File: src/rtl/cross_bar_pkg.sv
// Shared cross bar types and constants: master count, grant vector, arbiter
// state encoding and index helpers used by the per-slave arbiters.
package cross_bar_pkg;

   localparam int unsigned MASTER_N           = 4;
   localparam int unsigned PTR_W              = (MASTER_N > 1) ? $clog2(MASTER_N) : 1;
   localparam int unsigned ARB_TIMEOUT_CYCLES = 256;

   typedef logic [MASTER_N-1:0] mgrant_t;
   typedef logic [PTR_W-1:0]    ptr_t;

   typedef enum logic {
      ARB_IDLE,
      ARB_GRANT
   } arb_state_t;

   // Index of the set bit of a one-hot vector (0 when empty).
   function automatic ptr_t onehot_to_idx(input mgrant_t v);
      ptr_t idx;
      idx = '0;
      for (int unsigned i = 0; i < MASTER_N; i++) begin
         if (v[i]) idx = PTR_W'(i);
      end
      return idx;
   endfunction

   // Round-robin successor, wrapping MASTER_N-1 back to 0.
   function automatic ptr_t next_ptr(input ptr_t p);
      if (32'(p) == MASTER_N - 1) return '0;
      else                        return p + 1'b1;
   endfunction

endpackage

File: src/rtl/cross_bar_rr_picker.sv
// Combinational round-robin picker: selects the first requesting, unmasked
// master at or after ptr, wrapping modulo MASTER_N.
module cross_bar_rr_picker
   import cross_bar_pkg::*;
(
   input  mgrant_t req,
   input  mgrant_t mask,
   input  ptr_t    ptr,
   output mgrant_t winner,
   output logic    valid
);

   mgrant_t eligible;
   ptr_t    idx;

   assign eligible = req & ~mask;

   // Scan candidates in priority order starting at ptr; first hit wins.
   always_comb begin
      winner = '0;
      valid  = 1'b0;
      idx    = '0;
      for (int unsigned i = 0; i < MASTER_N; i++) begin
         idx = PTR_W'((32'(ptr) + i) % MASTER_N);
         if (!valid && eligible[idx]) begin
            winner[idx] = 1'b1;
            valid       = 1'b1;
         end
      end
   end

endmodule

File: config.mk
export PLATFORM = sky130hd
export DESIGN_NAME = cross_bar_rr_picker
export DESIGN_NICKNAME = d
export VERILOG_FILES = /design/src/rtl/cross_bar_pkg.sv /design/src/rtl/cross_bar_rr_picker.sv
export SDC_FILE = /design/constraint.sdc
export NUM_CORES = 1
export LEC_CHECK = 0
export CELL_PAD_IN_SITES_DETAIL_PLACEMENT = 1
export CELL_PAD_IN_SITES_GLOBAL_PLACEMENT = 1
export CORE_AREA = 5 5 42 44
export DETAILED_ROUTE_END_ITERATION = 6
export DIE_AREA = 0 0 47 49
export GPL_TIMING_DRIVEN = 0
export PLACE_DENSITY_LB_ADDON = 0.1
export SLEW_MARGIN = 40
export SYNTH_ARGS = -nofsm -noshare
export SYNTH_HDL_FRONTEND = slang
export SYNTH_SLANG_ARGS = --single-unit
File: constraint.sdc
create_clock -name vclk -period 3.53
set_clock_uncertainty 0.2 [all_clocks]
set_input_delay 0.706 -clock vclk [all_inputs]
set_output_delay 0.706 -clock vclk [all_outputs]
set_load 0.1 [all_outputs]
Yosys cells after proc, flatten, opt, wreduce, memory -nomap -nowiden. Cells that the tools add are included.

Add/subtract/negate cells: 3. Order comparisons: 8. Mux-type cells: 24. Bitwise gates (word level): 5. Reductions and logical operators: 10.

Operator list (count): two-way mux 4 bit (4); < comparator 2 x 3 -> 1 bit (second input constant) (4); two-way mux 1 bit (12); bitwise OR 4 bit (3); binary-select mux 1 bit (select 2 bit) (4); demux 1 bit (select 2 bit) (4); >= comparator 2 x 1 -> 1 bit (second input constant) (4); logical AND 1 bit (7); adder 2 bit (second input constant) (2); AND 4 bit (1); inverter 4 bit (1); zero test 1 bit (3); adder 2 x 1 -> 2 bit (second input constant) (1).

Flip-flop bits (word level): 0. Input bits: 10. Output and inout bits: 5. Logic and storage cells: 50.

Depth between registers and ports, before layout.
Word-level depth: 14. Depth in mapped cells: 7. Gate-level depth less buffers: 7.

Worst setup path after synthesis. Ideal clock, no wire load.

Path kind: input -> output. Start: input port ptr[0]. End: output port winner[0]. Arrival time: 2.759 ns. Required time: 2.624 ns. Slack: -0.135 ns. Stages: 5. Path buffers: 0. Path through: inv_1 -> ha_1 -> mux4_2 -> nor3_2 -> a221o_1.

Cells in the longest elaborated chain, start to end: 12. Elaborated cells on any way between the ends: 47. Those cells by class: add/sub (3); order compare (8); mux (23); bitwise (3); reduce/logical (10).

Ends and longest elaborated chain: from (decl) (line cross_bar_rr_picker.sv:8) `input ptr_t ptr,`; branches (longest 11 deep; another with < comparator 2 x 3 -> 1 bit); two-way mux 4 bit * (line cross_bar_rr_picker.sv:25) `if (!valid && eligible[idx]) begin`; to (decl) (line cross_bar_rr_picker.sv:9) `output mgrant_t winner,`.

Mark *: on every way between the ends. The select of a mux whose other input is x is not followed.

Worst setup path in the final report.
Start: input port ptr[1]. End: output port winner[2].

The elaborated chain is that of the path after synthesis.

==> Implementation_results.wiki <==
{| class="wikitable"
! Metric !! Value
|-
| Outcome || completed
|-
| Setup crit start || ptr[1]
|-
| Utilization of the core after routing || 50.2%
|-
| Count of antenna diodes in the layout || 0
|-
| X dimension of the die || 47 um
|-
| Area share of the leading cell type in the synthesized netlist || 20.9%
|-
| Mapped Nets || 69
|-
| Grt total ovfl || 0
|-
| Sequential cell area fraction in the yosys report || 0%
|-
| DRT Pass-1 Iters || 4
|-
| Yosys top cell by area || sky130_fd_sc_hd__ha_1
|-
| Critical path fanouts, max || 10
|-
| Endpoint with the worst hold slack || winner[0]
|-
| Routed wire length on met3 || 66 um
|-
| Type of element launching the critical path || input pin
|-
| Count of placed standard cells including taps || 83
|-
| Number of flip-flops and latches || 0
|-
| Type of the most critical hold path || input pin to output pin
|-
| Count of vias placed by the detailed router || 477
|-
| Antenna-violating nets left || 0
|-
| Total of max-cap violations || 0
|-
| Layout area overhead || 67.8%
|-
| Number of max-slew violations in the final report || 0
|-
| IR drop worst, VDD || 0.0000886 V
|-
| Gr usage total || 11.0%
|-
| First-pass GRT wire length || 2040 um
|-
| Distinct cell type count of the synthesized netlist || 23
|-
| Number of design-rule violations left by the first detailed-router iteration || 6
|-
| Most frequent cell after synthesis || sky130_fd_sc_hd__ha_1
|-
| Standby leakage power || 0.334 nW
|-
| Final Hold Violating Endpoints || 0
|-
| Period minus WS final || 3.45 ns
|-
| Pin count of the biggest net entering global routing || 11
|-
| Core outline area || 0.00140 mm2
|-
| Synth cell count leaders || sky130_fd_sc_hd__ha_1, sky130_fd_sc_hd__inv_1, sky130_fd_sc_hd__nor3_1
|-
| Filler Cells Inserted || 168
|-
| Wire length after detailed routing || 1310 um
|-
| Layout clock buffer count || 0
|-
| Detailed placement HPWL || 951 um
|-
| Post-layout net count || 89
|-
| Post-route fraction of the period consumed by the critical path || 97.8%
|-
| Number of antenna violations at the first check in global routing || 0
|-
| Area taken by flip-flops and latches || 0 um2
|-
| Via/cell ratio || 5.55
|-
| Mean instance size in the synthesized netlist || 8.06 um2
|-
| Wire length the detailed router placed on met1 || 542 um
|-
| Pwr per Cell Area || 204 mW/mm2
|-
| Die Ht || 49 um
|-
| Effective utilization at floorplan || 29.9%
|-
| Worst hold path stage count || 4
|-
| Quantity of I/O buffers inserted on ports || 15
|-
| Total placed instance area || 569 um2
|-
| Core Rows || 14
|-
| Synth warn || 0
|-
| Most area-consuming cells after synthesis || sky130_fd_sc_hd__ha_1, sky130_fd_sc_hd__mux4_2, sky130_fd_sc_hd__a221o_1
|-
| Fin cells || 86
|-
| Slew of the pin with the lowest slew margin || 0.558 ns
|-
| Synthesized instance count || 52
|-
| Uppermost signal routing layer after detailed routing || met3
|-
| Finished Cell Area || 703 um2
|-
| Boundary pin count || 15
|-
| Routed wirelength normalized by instance count || 15.2 um
|-
| Total Die Area || 0.00230 mm2
|-
| Fraction of final layout cells with drive strength greater than 1 || 44.3%
|-
| Cell area after technology mapping || 419 um2
|-
| Via count of the first global-routing pass || 437
|-
| Final GP Congestion || 0.735
|-
| Arr. time, crit path || 2.55 ns
|-
| Start-to-end type of the worst setup path || input pin to output pin
|-
| Total Negative Setup Slacks || 0 ns
|-
| Total of hold buffers inserted after clock tree synthesis || 0
|-
| Setup-failing EPs final || 0
|-
| Endpoint kind of the worst setup timing path || output pin
|-
| Final Hold Slack || 1.91 ns
|-
| DRC violations left || 0
|-
| Max Fclk || 290 MHz
|-
| Worst Hold Launch || ptr[1]
|-
| Detail Route met2 WL || 699 um
|-
| Critical path required time || 2.62 ns
|-
| Worst slew margin relative to its limit || 62.5%
|}
-- cell type report --
cell class | count | area (um2) | share of cell area (%)
timing repair buffer | 19 | 219 | 31.1
multi-input combinational | 45 | 442 | 62.8
tap | 16 | 20.0 | 2.85
inverter | 6 | 22.5 | 3.20
-- worst max-delay path: stages --
cell	delay [ns]
sky130_fd_sc_hd__buf_4	0.15
sky130_fd_sc_hd__inv_1	0.11
sky130_fd_sc_hd__ha_4	0.31
sky130_fd_sc_hd__mux4_2	0.55
sky130_fd_sc_hd__nand2b_2	0.14
sky130_fd_sc_hd__o21ai_1	0.07
sky130_fd_sc_hd__a221o_2	0.33
sky130_fd_sc_hd__buf_12	0.17
-- what timing repair did --
item / CTS / global route
setup buffers: 2 / 2
hold endpoints to repair: 0 / 0
pin swaps: 4 / 1
resized for setup: 38 / 10
endpoints found under the setup margin: 4 / 4
-- worst max-delay path by stage --
stage	slack, ns	cells past startpoint	endpoint
4_1_cts	0.002	7	winner[2]
6_report	0.08	8	winner[2]
2_1_floorplan	0.15	5	winner[0]
3_5_place_dp	-0.98	7	winner[2]
3_3_place_gp	-1.66	7	winner[1]
5_1_grt	-0.002	8	winner[3]
-- layout by cell type (no fill, tap or decap), drive strengths merged --
cell type,n
nand3,1
o21ai,4
dlygate4sd2,3
and2b,1
nand4bb,1
nor3,6
a221o,4
nand2b,3
nor4,1
mux4,2
a22oi,4
o211ai,1
and3,3
nor2b,3
buf,11
a21oi,1
or4,1
dlymetal6s2s,5
inv,6
ha,7
nor2,2
-- kinds of logic after synthesis --
| logic type | count (synthesis) | share of synthesized area [%] |
|---|---|---|
| multiplexers | 2 | 10.7 |
| AND/OR/NAND/NOR | 22 | 35.8 |
| adder cells (fa/ha/maj) | 7 | 20.9 |
| buffers and inverters | 7 | 8.06 |
| AO/OA/AOI/OAI | 14 | 24.5 |
-- power breakdown --
part | internal [W] | leakage [nW] | switching [W]
clock | 0 | 0 | 0
combinational | 0.0000574 | 0.334 | 0.0000860
sequential | 0 | 0 | 0
-- metrics by stage --
step / setup slack (ns) / power [W]
2_1_floorplan: 0.153 / 0.0000879
3_3_place_gp: -1.66 / 0.000121
3_5_place_dp: -0.975 / 0.000115
4_1_cts: 0.00168 / 0.000138
5_1_grt: -0.00214 / 0.000151
6_report: 0.0762 / 0.000143
-- layer usage --
metal  vias to the layer above  GRT usage (%)
met5                         -              0
met4                         0              0
met3                         0          0.369
met2                        11           19.9
met1                       230           14.9
li1                        236              -
Note: power is estimated with default switching activity, not from simulation.
